<file path="config.mk">
export PLATFORM = sky130hd
export DESIGN_NAME = branch_resolve_ctrl
export DESIGN_NICKNAME = d
export VERILOG_FILES = /design/src/rtl/branch_resolve_ctrl.sv
export SDC_FILE = /design/constraint.sdc
export NUM_CORES = 1
export LEC_CHECK = 0
export CORE_MARGIN = 2
export CORE_UTILIZATION = 24
export DETAILED_ROUTE_END_ITERATION = 16
export GPL_TIMING_DRIVEN = 0
export MAX_ROUTING_LAYER = met4
export PLACE_DENSITY = 0.43
export SLEW_MARGIN = 30
export SYNTH_ARGS = -nofsm -noshare
export SYNTH_HDL_FRONTEND = slang
export SYNTH_SLANG_ARGS = --single-unit
</file>
<file path="constraint.sdc">
create_clock -name clk_i -period 2.5 [get_ports clk_i]
set_clock_uncertainty 0.1 [all_clocks]
set_input_delay 0.5 -clock clk_i [delete_from_list [all_inputs] [get_ports clk_i]]
set_output_delay 0.5 -clock clk_i [all_outputs]
set_load 0.01 [all_outputs]
</file>
<file path="src/rtl/branch_resolve_ctrl.sv">
// branch_resolve_ctrl
//   Resolves B / CBZ / CBNZ branches for the LEGv8 pipeline. A decoded
//   branch is accepted from ID. An unconditional branch is taken immediately.
//   A conditional branch stalls IF/ID until EX reports the ALU zero flag.
//   Taken branches raise a one-cycle PC-select pulse with the target, then
//   squash IF/ID for FLUSH_CYCLES cycles. Saturating taken / not-taken
//   statistics are kept.
//
// Ports
//   clk_i          rising-edge clock
//   rst_i          synchronous, active-high reset
//   br_valid_i     ID presents a branch this cycle
//   br_uncond_i    B (always taken)
//   br_cbz_i       CBZ: taken when zero = 1
//   br_cbnz_i      CBNZ: taken when zero = 0
//   br_target_i    computed branch target
//   zero_valid_i   EX zero flag valid this cycle
//   alu_zero_i     ALU zero flag
//   pc_src_o       one-cycle pulse: PC loads pc_target_o
//   pc_target_o    latched target, valid while pc_src_o = 1
//   flush_o        squash IF/ID contents
//   stall_o        hold IF/ID; upstream keeps br_* stable
//   illegal_o      one-cycle pulse: more than one type bit set on an accepted branch
//   taken_cnt_o    saturating taken count
//   ntaken_cnt_o   saturating not-taken count
//
// state     | meaning
// ----------+------------------------------------------------------------
// S_IDLE    | ready to accept a branch from ID
// S_WAIT    | conditional branch latched, stalling until the zero flag is valid
// S_FLUSH   | taken branch issued, flush held for FLUSH_CYCLES cycles
module branch_resolve_ctrl #(
  parameter int ADDR_W       = 64,
  parameter int FLUSH_CYCLES = 2,
  parameter int CNT_W        = 16
) (
  input  logic              clk_i,
  input  logic              rst_i,
  input  logic              br_valid_i,
  input  logic              br_uncond_i,
  input  logic              br_cbz_i,
  input  logic              br_cbnz_i,
  input  logic [ADDR_W-1:0] br_target_i,
  input  logic              zero_valid_i,
  input  logic              alu_zero_i,
  output logic              pc_src_o,
  output logic [ADDR_W-1:0] pc_target_o,
  output logic              flush_o,
  output logic              stall_o,
  output logic              illegal_o,
  output logic [CNT_W-1:0]  taken_cnt_o,
  output logic [CNT_W-1:0]  ntaken_cnt_o
);

  typedef enum logic [1:0] {
    S_IDLE  = 2'd0,
    S_WAIT  = 2'd1,
    S_FLUSH = 2'd2
  } state_t;

  // The flush counter counts the cycles that remain after the current one,
  // so it is loaded with FLUSH_CYCLES-1 on the pc_src edge.
  localparam logic [3:0] FLUSH_LOAD = 4'(FLUSH_CYCLES - 1);
  localparam logic [CNT_W-1:0] CNT_ONE = {{(CNT_W-1){1'b0}}, 1'b1};

  state_t            state_q;
  logic              pc_src_q;
  logic [ADDR_W-1:0] pc_target_q;
  logic              flush_q;
  logic              stall_q;
  logic              illegal_q;
  logic [CNT_W-1:0]  taken_cnt_q;
  logic [CNT_W-1:0]  ntaken_cnt_q;
  logic [3:0]        flush_cnt_q;
  logic              is_cbz_q;
  logic [ADDR_W-1:0] lat_target_q;

  logic [CNT_W-1:0]  taken_cnt_d;
  logic [CNT_W-1:0]  ntaken_cnt_d;
  logic              multi_type;
  logic              cond_taken;

  assign taken_cnt_d  = (&taken_cnt_q)  ? taken_cnt_q  : taken_cnt_q  + CNT_ONE;
  assign ntaken_cnt_d = (&ntaken_cnt_q) ? ntaken_cnt_q : ntaken_cnt_q + CNT_ONE;
  assign multi_type   = (br_uncond_i & br_cbz_i) | (br_uncond_i & br_cbnz_i) |
                        (br_cbz_i & br_cbnz_i);
  assign cond_taken   = is_cbz_q ? alu_zero_i : ~alu_zero_i;

  always_ff @(posedge clk_i) begin
    if (rst_i) begin
      state_q      <= S_IDLE;
      pc_src_q     <= 1'b0;
      pc_target_q  <= '0;
      flush_q      <= 1'b0;
      stall_q      <= 1'b0;
      illegal_q    <= 1'b0;
      taken_cnt_q  <= '0;
      ntaken_cnt_q <= '0;
      flush_cnt_q  <= '0;
      is_cbz_q     <= 1'b0;
      lat_target_q <= '0;
    end else begin
      pc_src_q  <= 1'b0;
      illegal_q <= 1'b0;
      case (state_q)
        S_IDLE: begin
          // zero_valid here belongs to an older instruction and is ignored.
          if (br_valid_i) begin
            illegal_q <= multi_type;
            if (br_uncond_i) begin
              pc_src_q    <= 1'b1;
              pc_target_q <= br_target_i;
              taken_cnt_q <= taken_cnt_d;
              flush_q     <= 1'b1;
              flush_cnt_q <= FLUSH_LOAD;
              state_q     <= S_FLUSH;
            end else if (br_cbz_i || br_cbnz_i) begin
              // cbz wins over cbnz when both are set
              is_cbz_q     <= br_cbz_i;
              lat_target_q <= br_target_i;
              stall_q      <= 1'b1;
              state_q      <= S_WAIT;
            end
          end
        end
        S_WAIT: begin
          if (zero_valid_i) begin
            stall_q <= 1'b0;
            if (cond_taken) begin
              pc_src_q    <= 1'b1;
              pc_target_q <= lat_target_q;
              taken_cnt_q <= taken_cnt_d;
              flush_q     <= 1'b1;
              flush_cnt_q <= FLUSH_LOAD;
              state_q     <= S_FLUSH;
            end else begin
              ntaken_cnt_q <= ntaken_cnt_d;
              state_q      <= S_IDLE;
            end
          end
        end
        S_FLUSH: begin
          if (flush_cnt_q == 4'd0) begin
            flush_q <= 1'b0;
            state_q <= S_IDLE;
          end else begin
            flush_cnt_q <= flush_cnt_q - 4'd1;
          end
        end
        default: state_q <= S_IDLE;
      endcase
    end
  end

  assign pc_src_o     = pc_src_q;
  assign pc_target_o  = pc_target_q;
  assign flush_o      = flush_q;
  assign stall_o      = stall_q;
  assign illegal_o    = illegal_q;
  assign taken_cnt_o  = taken_cnt_q;
  assign ntaken_cnt_o = ntaken_cnt_q;

endmodule
</file>
==> summary.md <==
| Metric | Value |
|---|---|
| Status | complete, no violations |
| Max Transition Viols Final | 0 |
| # hold bufs at CTS | 0 |
| Vias in the first global route | 6490 |
| Synth async-reset ratio | 0% |
| Clk root buf | clkbuf_16 |
| # DRC | 0 |
| PortBufs | 170 |
| Initial Util | 24.3% |
| Die Ht | 177 microns |
| Sequential element share of the synthesized area | 47.6% |
| 1st-iter DRT viols | 343 |
| Drt via density | 4.61 |
| Reg power frac | 45.0% |
| Largest net degree at the start of global routing | 20 |
| Syn Nets | 905 |
| Vias | 6554 |
| ANT nets after route | 0 |
| Final HPWL DP | 17000 microns |
| Hold_ws | 354 ps |
| Io pins | 172 |
| Initial antenna violation count | 2 |
| Bufs on Longest Clock Path | 2 |
| Routed wire length | 23800 microns |
| Pwr/cell area | 657 nW/um^2 |
| Critical path peak fanout | 19 |
| RSZ-0062 raised after global routing | no |
| Cell Area, Synth | 7190 sq um |
| Router iterations before antenna repair | 5 |
| H-tree depth | 4 |
| HP Start | lat_target_q[59] |
| Worst-path clk slew | 70 ps |
| Tcrit/Tclk final | 92.9% |
| Post-synthesis average cell area | 8.67 sq um |
| Dominant cell type by area after synthesis | dfxtp_1 |
| Startpoint types | primary input |
| WP data arrival | 2530 ps |
| Gp weighted congestion | 0.734 |
| Final nets | 1093 |
| CP Launch Point | zero_valid_i |
| Leak pwr | 3.73 nW |
| Global-route wire length before repair | 37000 microns |
| FMAX | 431 MHz |
| Layout cells sized above 1 | 7.09% |
| Sw frac | 29.0% |
| Worst Max-Slew Pin Slew | 857 ps |
| CORE AREA | 29600 sq um |
| Worst setup path category | in2reg |
| Slew HR | 42.9% |
| Combinational share of power | 14.8% |
| Finished Core Util | 34.0% |
| CP Data Required Time | 2710 ps |
| Commonest non-fill, non-tap cell in the layout | dfxtp_1 |
| Hold WC Path Type | reg2reg |
| Yosys reg bits | 171 |
| Area Overhead vs Synth | 39.7% |
| P_int | 0.00468 W |
| Endpoints failing hold | 0 |
| Most frequent cells in the layout | 171 x dfxtp_1, 169 x clkdlybuf4s50_1, 138 x nand2_1 |
| Gr ovfl total | 0 |
| Die W | 177 microns |
| Dominant cells by area after synthesis | dfxtp_1 48%, mux2i_1 8.9%, a211oi_1 7.3% |
| Yosys Warn Count | 0 |
| Gr usage total | 15.7% |
| FF+latch area | 3420 sq um |
| Die area | 31300 sq um |
| Fillers | 3100 |
| Clock Latency Late Sink | 430 ps |
| Clock share of power | 40.2% |
| Row count | 63 |
| CP Capture Type | register |
| CTS tree | done |
| Reg2Reg Launch Point | state_q[1] |
| Setup-failing EPs final | 0 |
| Top FF cell, synth | dfxtp_1 |
| Post-synth EDFFs | 0 |
| Yosys top cell area share | 47.6% |
| Total clock buffers created by CTS | 17 |
| Setup TNS | 0 ps |
| Post-Syn Instances | 829 |
| Total of max-cap violations | 0 |
| Multi-input combinational cell area | 3500 sq um |
| Pwr Total | 0.00660 W |
| VDD IR max | 0.459 mV |
| Count of cell types in the netlist | 44 |
| Clock Sink Count | 171 |
| Final min period | 2320 ps |
| Net Switching | 0.00191 W |
| Routed len/inst | 16.7 microns |
-- cell type report --
type / count / share of cell area (%)
Clock buffer: 17 / 4.24
Sequential cell: 171 / 34.1
Inverter: 9 / 0.336
Tap cell: 390 / 4.86
Buffer: 62 / 3.00
Multi-Input combinational cell: 585 / 34.8
Timing Repair Buffer: 171 / 17.0
Antenna cell: 2 / 0.0499
Clock inverter: 15 / 1.52
-- timing repair --
action,CTS,global route
gates cloned,0,0
pin swaps,0,1
setup buffers,0,1
setup endpoints to repair,128,114
resized for setup,19,12
-- final timing paths --
kind                            slack [ps]                to  cells after the start
worst max-delay path                   180   taken_cnt_o[11]                      7
worst min-delay path                   350  lat_target_q[59]                      2
worst max register to register         180    pc_target_o[1]                      5
worst min register to register         350  lat_target_q[59]                      2
-- state kept, by name (all words and copies together) (netlist names) --
signal	flops
pc_src_o	1
flush_cnt_q	4
state_q	2
flush_o	1
lat_target_q	64
pc_target_o	64
is_cbz_q	1
stall_o	1
taken_cnt_o	16
ntaken_cnt_o	16
illegal_o	1
-- worst max-delay path, cell delays in order --
cell	delay [ps]
clkdlybuf4s50_1	530
and3b_1	170
clkbuf_1	240
a2bb2oi_2	170
buf_6	200
nor4_1	340
mux2_2	370
-- power by group through the flow --
stage / sequential [W] / combinational, W / clock [W]
detailed placement: 0.00303 / 0.000979 / 0
finish: 0.00297 / 0.000979 / 0.00265
floorplan: 0.00306 / 0.000433 / 0
CTS: 0.00297 / 0.000992 / 0.00275
global placement: 0.00303 / 0.000974 / 0
global route: 0.00299 / 0.00108 / 0.00284
-- synth_stat cells, types with 2 or more instances --
master and number:
o211ai_1 2, nor2b_1 6, nand4_1 10, nand3b_1 2, nor2_1 78, buf_6 2, or3_1 7, nor4_1 6
or4_1 14, buf_1 7, inv_1 9, o41ai_1 3, dfxtp_1 171, clkbuf_1 42, nand3_1 10, o21ai_0 11
nor4b_1 3, mux2_2 4, a21oi_1 96, o31ai_1 13, buf_2 13, and4_1 8, and3_1 2, mux2i_1 64
nand2_1 138, a211oi_1 70, nor3_1 16, nand2b_1 3, ha_1 4
-- logic make-up after synthesis --
| family | count (synthesis) | synth area share (%) |
|---|---|---|
| buffers and inverters | 73 | 4.25 |
| adder cells (fa/ha/maj) | 4 | 0.697 |
| AO/OA/AOI/OAI | 202 | 17.8 |
| AND/OR/NAND/NOR | 309 | 19.9 |
| multiplexers | 68 | 9.54 |
| flip-flops | 171 | 47.6 |
| XOR/XNOR | 2 | 0.244 |
-- routing by layer --
layer	vias up	share of wire [%]	track usage, %
met4	0	0.81	2.86
li1	3349	-	-
met5	-	0	-
met1	3077	46	19.8
met3	9	4.8	4.10
met2	119	48	25.5
-- stage by stage --
step | worst slack [ps] | instance area (sq um) | std cells
2_1_floorplan | 400 | 7190 | 829
3_3_place_gp | -847 | 9380 | 1389
3_5_place_dp | -847 | 9380 | 1389
4_1_cts | 2.85 | 10000 | 1420
5_1_grt | 1.07 | 10000 | 1422
6_report | 177 | 10000 | 1422
Power figures use the tool's default switching activity.
==> RTL change (config.mk and constraints unchanged) <==
`ADDR_W`: 64 -> 128.
--- a/src/rtl/branch_resolve_ctrl.sv
+++ b/src/rtl/branch_resolve_ctrl.sv
@@ -30,7 +30,7 @@
 // S_WAIT    | conditional branch latched, stalling until the zero flag is valid
 // S_FLUSH   | taken branch issued, flush held for FLUSH_CYCLES cycles
 module branch_resolve_ctrl #(
-  parameter int ADDR_W       = 64,
+  parameter int ADDR_W       = 128,
   parameter int FLUSH_CYCLES = 2,
   parameter int CNT_W        = 16
 ) (
Ports: changed (resized br_target_i and pc_target_o); port bits go from 172 to 300. The function was not compared with the original's and may differ.
==> RTL change against the unedited design <==
Hold slack worse by 1.3 ps; clock power rose by 110%; global-route usage is 1.9 points higher; critical endpoint is now pc_target_o[71]$_SDFFE_PP0P_; design area up 72%; count of clock-buffer cells in the layout up 42; synthesized area increased by 67%; register-to-register slack lost 20 ps; routed wire length is 91% higher; sequential cell count grew 128; power rose by 92%; setup slack worse by 59 ps; die area is 66% higher.
==> RTL change: results (changes against the unedited design) <==
post_dp_cell_area_um2: 15900  # +69%
ys_top_cells_by_area: "dfxtp_1 (50%), nand2_1 (16%), a311oi_1 (9.3%), a21oi_1 (6.4%), nor2_1 (4.6%)"
antenna_found_initial: 4  # +2
cts_max_level: 2  # -2
viasPerCell: 4.68  # +1.6%
n_fill_cell: 5236  # +69%
max_freq_mhz: 420  # -2.5%
cp.arrival_ps: 2680  # +150 ps
port_buffers: 299  # +76%
grt_pass1_wl_um: 69800  # +89%
ys_seq_area_share_pct: 49.8  # +2.1 points
drtPass1Iterations: 5  # unchanged
r2r_setup_slack_ps: 160  # -20 ps
clkLatencyLatePin_ps: 540  # +110 ps
nNetsFinal: 2016  # +84%
synth_fa_ha_area_share_pct: 0.416  # -0.28 points
gp_congestion: 0.796  # +8.5%
status: "finished clean"
dp_slack_ps: -995  # -149 ps
ys_types: 52  # +18%
fin_cells: 2581  # +82%
dpl.hpwl_um: 32400  # +91%
muxShareOfSynthArea_pct: 0.822  # -8.7 points
wl_per_cell_um: 17.7  # +5.4%
gr-usage-all-layers_pct: 17.6  # +1.9 points
synth_xor_xnor_area_share_pct: 0.146  # -0.098 points
placedCellCount: 2509  # +81%
drtIter0Drc: 669  # +95%
synthTopCellsByCount: "nand2_1 (525), dfxtp_1 (299), a21oi_1 (154)"
grt_pass1_vias: 11713  # +80%
avgSynthCellArea_um2: 7.82  # -9.7%
p_leak_nw: 6.01  # +61%
ff2ff_path_depth: 8  # +3
synth_compound_area_share_pct: 18.2  # +0.41 points
crit_end: "pc_target_o[71]$_SDFFE_PP0P_"
ctsResizeCount: 14  # -5
p_int_mw: 9.42  # +100%
grt_max_degree: 13  # -35%
cts_buffers: 37  # +20
rr_endpoint: "lat_target_q[28]$_SDFFE_PP0P_"
drive_above_1_share_pct: 6.82  # -0.26 points
syn_nets: 1677  # +85%
ir_drop_uv: 374  # -18%
worst_pin_slew_ps: 777  # -79.1 ps
==> RTL change: how the worst min path moves through the flow <==
stage	from	to	slack, ps	depth (start not counted)
after floorplan	lat_target_q[0]$_SDFFE_PP0P_	lat_target_q[0]$_SDFFE_PP0P_	340	2
after global placement	lat_target_q[115]$_SDFFE_PP0P_	lat_target_q[115]$_SDFFE_PP0P_	340	2
after detailed placement	lat_target_q[20]$_SDFFE_PP0P_	lat_target_q[20]$_SDFFE_PP0P_	350	2
after CTS	lat_target_q[57]$_SDFFE_PP0P_	lat_target_q[57]$_SDFFE_PP0P_	350	2
after global routing	lat_target_q[57]$_SDFFE_PP0P_	lat_target_q[57]$_SDFFE_PP0P_	370	2
final	lat_target_q[38]$_SDFFE_PP0P_	lat_target_q[38]$_SDFFE_PP0P_	350	2
==> RTL change: area by class of cell <==
class,count,area [µm²],share of cell area [%]
antenna,4,10.0,0.0580
timing repair buffer,300,3000,17.4
inverter,8,30.0,0.174
sequential,299,5990,34.7
tap,672,841,4.87
clock buffer,59,1140,6.61
buffer,130,567,3.29
clock inverter,9,154,0.892
multi-input combinational,1100,5520,32.0
==> RTL change: through the flow <==
step	power (mW)	hold WS, ps	TNS (ps)
global route	13.3	367	-34.3
floorplan	6.11	337	0
detailed placement	7.13	347	-214350
finish	12.7	353	0
global placement	7.12	342	-273840
CTS	12.9	354	0
==> RTL change: power groups by stage <==
stage	Clock (mW)	Combinational (mW)	Sequential, mW
global route	6.05	1.96	5.27
floorplan	0	0.733	5.38
detailed placement	0	1.80	5.33
CTS	5.86	1.81	5.24
global placement	0	1.78	5.33
finish	5.67	1.78	5.23
==> RTL change: per-layer routing <==
layer | part of all wire, % | GRT usage (%)
met1 | 46 | 22.3
met2 | 47 | 28.7
met3 | 5.0 | 3.25
met4 | 2.0 | 5.08
met5 | 0 | -
